## config.mk

```make
export PLATFORM = sky130hd
export DESIGN_NAME = id_ex_stage
export DESIGN_NICKNAME = d
export VERILOG_FILES = /design/src/rtl/riscv_pkg.sv /design/src/rtl/hazard_unit.sv /design/src/rtl/id_ex_stage.sv
export SDC_FILE = /design/constraint.sdc
export NUM_CORES = 1
export LEC_CHECK = 0
export CORE_MARGIN = 5
export CORE_UTILIZATION = 44
export CTS_BUF_LIST = sky130_fd_sc_hd__clkbuf_4
export DETAILED_ROUTE_END_ITERATION = 10
export PLACE_DENSITY = 0.95
export SYNTH_ARGS = -nofsm -noshare
export SYNTH_HDL_FRONTEND = slang
export SYNTH_SLANG_ARGS = --single-unit
```

## constraint.sdc

```tcl
create_clock -name clk -period 1.7 [get_ports clk]
set_input_delay 0.51 -clock clk [delete_from_list [all_inputs] [get_ports clk]]
set_output_delay 0.51 -clock clk [all_outputs]
set_load 0.05 [all_outputs]
```

## src/rtl/riscv_pkg.sv

```systemverilog
// riscv_pkg: shared widths, decoder-bundle bit positions and the ID/EX register-update policy.
package riscv_pkg;
    localparam int XLEN   = 32;
    localparam int REG_AW = 5;
    localparam int CTRL_W = 10;
    localparam int CNT_W  = 16;

    localparam int CTRL_BRANCH   = 0;
    localparam int CTRL_MEMWRITE = 1;
    localparam int CTRL_MEMREAD  = 2;
    localparam int CTRL_ALUSRC   = 3;
    localparam int CTRL_MEMTOREG = 4;
    localparam int CTRL_REGWRITE = 5;
    localparam int CTRL_ALU_LSB  = 6;

    localparam logic [CNT_W-1:0] CNT_MAX = '1;

    typedef enum logic [1:0] {
        UPD_FLUSH,
        UPD_BUBBLE,
        UPD_HOLD,
        UPD_LOAD
    } upd_e;

    function automatic upd_e next_upd(input logic flush, input logic hz, input logic ex_ready);
        return flush ? UPD_FLUSH : hz ? UPD_BUBBLE : !ex_ready ? UPD_HOLD : UPD_LOAD;
    endfunction
endpackage

```

## src/rtl/hazard_unit.sv

```systemverilog
// hazard_unit: load-use detection and the PC / IF-ID stall request.
// Detection is built only when ID_EX_HAZARD_DETECT_EN is defined; otherwise hz is tied low.
module hazard_unit
    import riscv_pkg::*;
(
    input  logic              ex_valid,
    input  logic              ex_memread,
    input  logic [REG_AW-1:0] ex_rd,
    input  logic              id_valid,
    input  logic [REG_AW-1:0] id_rs1,
    input  logic [REG_AW-1:0] id_rs2,
    input  logic              flush,
    input  logic              ex_ready,
    output logic              hz,
    output logic              stall
);
`ifdef ID_EX_HAZARD_DETECT_EN
    // x0 never carries a loaded value, so it can never create a dependency
    assign hz = ex_valid & ex_memread & id_valid & (ex_rd != '0) &
                ((ex_rd == id_rs1) | (ex_rd == id_rs2));
`else
    logic unused_hz_inputs;
    assign unused_hz_inputs = ^{ex_valid, ex_memread, ex_rd, id_valid, id_rs1, id_rs2};
    assign hz = 1'b0;
`endif
    assign stall = (hz | ~ex_ready) & ~flush;
endmodule

```

## src/rtl/id_ex_stage.sv

```systemverilog
// id_ex_stage: ID/EX pipeline register with flush, load-use bubble, hold and a saturating bubble counter.
// Optional load-use detection: define ID_EX_HAZARD_DETECT_EN.
module id_ex_stage
    import riscv_pkg::*;
(
    input  logic              clk,
    input  logic              rst_n,
    input  logic              id_valid,
    input  logic [CTRL_W-1:0] id_ctrl,
    input  logic [XLEN-1:0]   id_pc,
    input  logic [XLEN-1:0]   id_rs1_data,
    input  logic [XLEN-1:0]   id_rs2_data,
    input  logic [XLEN-1:0]   id_imm,
    input  logic [REG_AW-1:0] id_rs1,
    input  logic [REG_AW-1:0] id_rs2,
    input  logic [REG_AW-1:0] id_rd,
    input  logic              flush,
    input  logic              ex_ready,
    output logic              ex_valid,
    output logic [CTRL_W-1:0] ex_ctrl,
    output logic [XLEN-1:0]   ex_pc,
    output logic [XLEN-1:0]   ex_rs1_data,
    output logic [XLEN-1:0]   ex_rs2_data,
    output logic [XLEN-1:0]   ex_imm,
    output logic [REG_AW-1:0] ex_rs1,
    output logic [REG_AW-1:0] ex_rs2,
    output logic [REG_AW-1:0] ex_rd,
    output logic              stall,
    output logic [CNT_W-1:0]  bubble_cnt
);
    logic hz;
    upd_e upd;

    hazard_unit u_hazard (
        .ex_valid   (ex_valid),
        .ex_memread (ex_ctrl[CTRL_MEMREAD]),
        .ex_rd      (ex_rd),
        .id_valid   (id_valid),
        .id_rs1     (id_rs1),
        .id_rs2     (id_rs2),
        .flush      (flush),
        .ex_ready   (ex_ready),
        .hz         (hz),
        .stall      (stall)
    );

    assign upd = next_upd(flush, hz, ex_ready);

    // Flush and bubble only kill valid/ctrl; data fields are left as-is since nothing consumes them
    always_ff @(posedge clk or negedge rst_n) begin
        if (!rst_n) begin
            ex_valid    <= 1'b0;
            ex_ctrl     <= '0;
            ex_pc       <= '0;
            ex_rs1_data <= '0;
            ex_rs2_data <= '0;
            ex_imm      <= '0;
            ex_rs1      <= '0;
            ex_rs2      <= '0;
            ex_rd       <= '0;
        end else begin
            case (upd)
                UPD_FLUSH, UPD_BUBBLE: begin
                    ex_valid <= 1'b0;
                    ex_ctrl  <= '0;
                end
                UPD_LOAD: begin
                    ex_valid    <= id_valid;
                    ex_ctrl     <= id_valid ? id_ctrl : '0;
                    ex_pc       <= id_pc;
                    ex_rs1_data <= id_rs1_data;
                    ex_rs2_data <= id_rs2_data;
                    ex_imm      <= id_imm;
                    ex_rs1      <= id_rs1;
                    ex_rs2      <= id_rs2;
                    ex_rd       <= id_rd;
                end
                default: ;
            endcase
        end
    end

`ifdef ID_EX_HAZARD_DETECT_EN
    always_ff @(posedge clk or negedge rst_n) begin
        if (!rst_n)
            bubble_cnt <= '0;
        else if (upd == UPD_BUBBLE && bubble_cnt != CNT_MAX)
            bubble_cnt <= bubble_cnt + 1'b1;
    end
`else
    assign bubble_cnt = '0;
`endif
endmodule

```

==> impl_metrics.ini <==
[routing]
drt_drc_violations_left = 0
vias_per_cell = 4.916
dr.first_iter.drc_count = 211
first_pass_iters = 5
dr_total_vias = 4700
routedWlPerCell_um = 24.71
ant_nets = 0
finalWirelength_mm = 23.62

[run]
drv_cap = 0

[placement]
place.gp.congestion = 0.8059
post_dp_cell_area_sq_um = 11010
io_buffers = 312
dp_hpwl_mm = 16.48

[grt]
grt_first_pass_wirelength_mm = 32.79
gr-total-overflow = 0
antenna_found_initial = 2
grt_usage_pct = 27.30
grt_pass1_vias = 5283
grt_max_degree = 42

[setup_path]
critical_path_required_ps = 1190
endpoint_kind = primary output
cp.buffers_inverters = 1
crit_chain = buf_12
rr_worst_depth = 3
crit_cells = 1
slowest_delay_ps = 480
critical_path.top_delay_family = flip-flops
slowest_stage = dfrtp_2
crit_fanout = 2
cp.arrival_ps = 1210
cp-start-kind = flip-flop
crit_type = flip-flop to primary output

[hold_path]
hp-class = input pin to flip-flop
min_path_cells = 3

[clock_network]
cts_buffers = 17
cts_buffer_depth = 2
clk_transition_reported_paths_ps = 130
cts_tree = done
worstSkewPairLatency_ps = 570
clock_tree.root_cell = clkbuf_4
cts_htree_levels = 4
clock-sinks = 154

[sta]
setup_slack_ps = -18.69
hold_viol = 0
slew_violations = 0
finalSetupTns_ps = -45.32
clock_skew_ps = 0
timing.fmax_mhz = 581.8
slew_headroom_pct = 49.05
fin_hold_ws_ps = 360.4
fin_crit_ps = 1719
worst_slew_pin_slew_ps = 762.7
rsz0062_at_grt = true
timing.final.crit_share_pct = 101.1
setup_viol = 6

[power_and_ir_drop]
p_int_uw = 8487
total_power_uw = 13290
pwr-share-seq_pct = 36.1
pwr-share-clk_pct = 18.8
p_leak_uw = 0.005584
power_frac_comb_pct = 45.1
p_switching_uw = 4806
swShare_pct = 36.15
peakVddDrop_mv = 0.9988
pwr_density_cell_nw_per_um2 = 1109

[floorplanning]
start_util_pct = 44.52
ios = 329
die_area_sq_um = 16400
die_h_um = 128.1
core-area_sq_um = 13770
rows = 43
die_w_um = 128.1

[synthesis]
synth-seq-cells = 154
yosys-top-cells-area = dfrtp_1 (63%), mux2_4 (17%), mux2_2 (13%)
yosys_warnings = 0
syn_area_per_cell_sq_um = 17.52
syn-cell-area_sq_um = 6132
syn_inst = 350
synth_top_area_cell = dfrtp_1
synth_top_area_share_pct = 62.84
yosysUniqueCellTypes = 15
yosysSeqAreaShare_pct = 62.84

[layout]
ff_latch_area_sq_um = 3856
fin_area_sq_um = 11990
num-fill-cells = 548
multi_input_area_sq_um = 2085
layout-drive-gt1-share_pct = 55.87
post-route-util_pct = 87.04
area_delta_synth_final_pct = 95.49
nets = 920

[outcome]
status = finished, violations left
violations = setup timing
## kinds of logic after synthesis
family	count (synthesis)	synth area share (%)
buffers and inverters	35	4.326
DFF	154	62.84
AOI/OAI and AO/OA	10	1.551
and+or+nand+nor	6	0.5101
other	1	0.06115
muxes	144	30.71
## area by class of cell
| cell class | instances | area share (%) |
|---|---|---|
| multi-input combinational | 176 | 17.39 |
| antenna | 1 | 0.02087 |
| sequential | 154 | 32.17 |
| clock buffer | 17 | 1.065 |
| clock inverter | 15 | 1.513 |
| timing repair buffer | 413 | 45.97 |
| tap | 180 | 1.879 |
## sequential cells by signal, summed over array words and instances, names as in the netlist
name         cells
ex_rs2_data     32
ex_pc           32
ex_rs1           5
ex_rs1_data     32
ex_rd            5
ex_imm          32
ex_rs2           5
ex_valid         1
ex_ctrl         10
## per-layer routing
layer | vias to the layer above | share of wire (%) | track usage [%] | wire length, um
met1 | 2362 | 32 | 26.70 | 7463
met3 | 61 | 7.9 | 9.625 | 1856
li1 | 2024 | - | - | -
met2 | 251 | 57 | 51.20 | 13400
met4 | 2 | 3.7 | 12.23 | 885
met5 | - | 0.055 | 0 | 13
## power by group through the flow
| stage | clock network (uW) | logic (uW) | registers, uW |
|---|---|---|---|
| 2_1_floorplan | 0 | 857 | 6330 |
| 3_3_place_gp | 0 | 5420 | 4790 |
| 3_5_place_dp | 0 | 5550 | 4860 |
| 4_1_cts | 2520 | 5840 | 4770 |
| 5_1_grt | 2720 | 6150 | 4860 |
| 6_report | 2500 | 6000 | 4800 |
## timing repair
action                                  4_1_cts  5_1_grt
resized for setup                             7        2
endpoints found under the setup margin      144      155
buffers inserted                             53       33
hold buffers                                  1        0
pin swaps                                     1        1
cloned                                        0        0
hold endpoints to repair                     32        0
## worst paths after layout
| path | start | slack (ps) | endpoint |
|---|---|---|---|
| max | ex_rs2_data[7] | -20 | ex_rs2_data[7] |
| min | ex_ready | 360 | ex_ctrl[9] |
| max reg2reg | ex_rs1[1] | 540 | ex_rs1[1] |
| min reg2reg | ex_ctrl[6] | 590 | ex_ctrl[6] |
| max in group asynchronous | rst_n | 650 | ex_rs2_data[7] |
| min in group asynchronous | rst_n | 450 | ex_imm[2] |
## synthesized netlist by cell type
cell type and number:
a21oi_1 1, a32o_1 9, buf_2 8, buf_4 17
buf_6 8, clkbuf_1 2, conb_1 1, dfrtp_1 154
mux2_2 73, mux2_4 70, mux2i_1 1, nand2b_1 2
nand3_1 1, nor2_1 2, nor2b_1 1
## cells in the final DEF (no fill, tap or decap), types with 4 or more instances in the layout
cell	Yosys	routed
mux2_2	73	73
conb_1	1	16
dfrtp_1	154	152
clkinvlp_4	0	4
mux2_4	70	70
clkdlybuf4s50_1	0	154
bufinv_16	0	4
clkinv_2	0	4
buf_12	0	161
buf_4	17	93
a32o_1	9	9
clkbuf_4	0	17
## stage by stage
| stage | worst slack [ps] | std cells |
|---|---|---|
| 2_1_floorplan | 94.29 | 365 |
| 3_3_place_gp | -299.1 | 836 |
| 3_5_place_dp | -443.0 | 836 |
| 6_report | -18.69 | 956 |
| 5_1_grt | -114.6 | 956 |
| 4_1_cts | -67.42 | 922 |
Power figures use the tool's default switching activity.
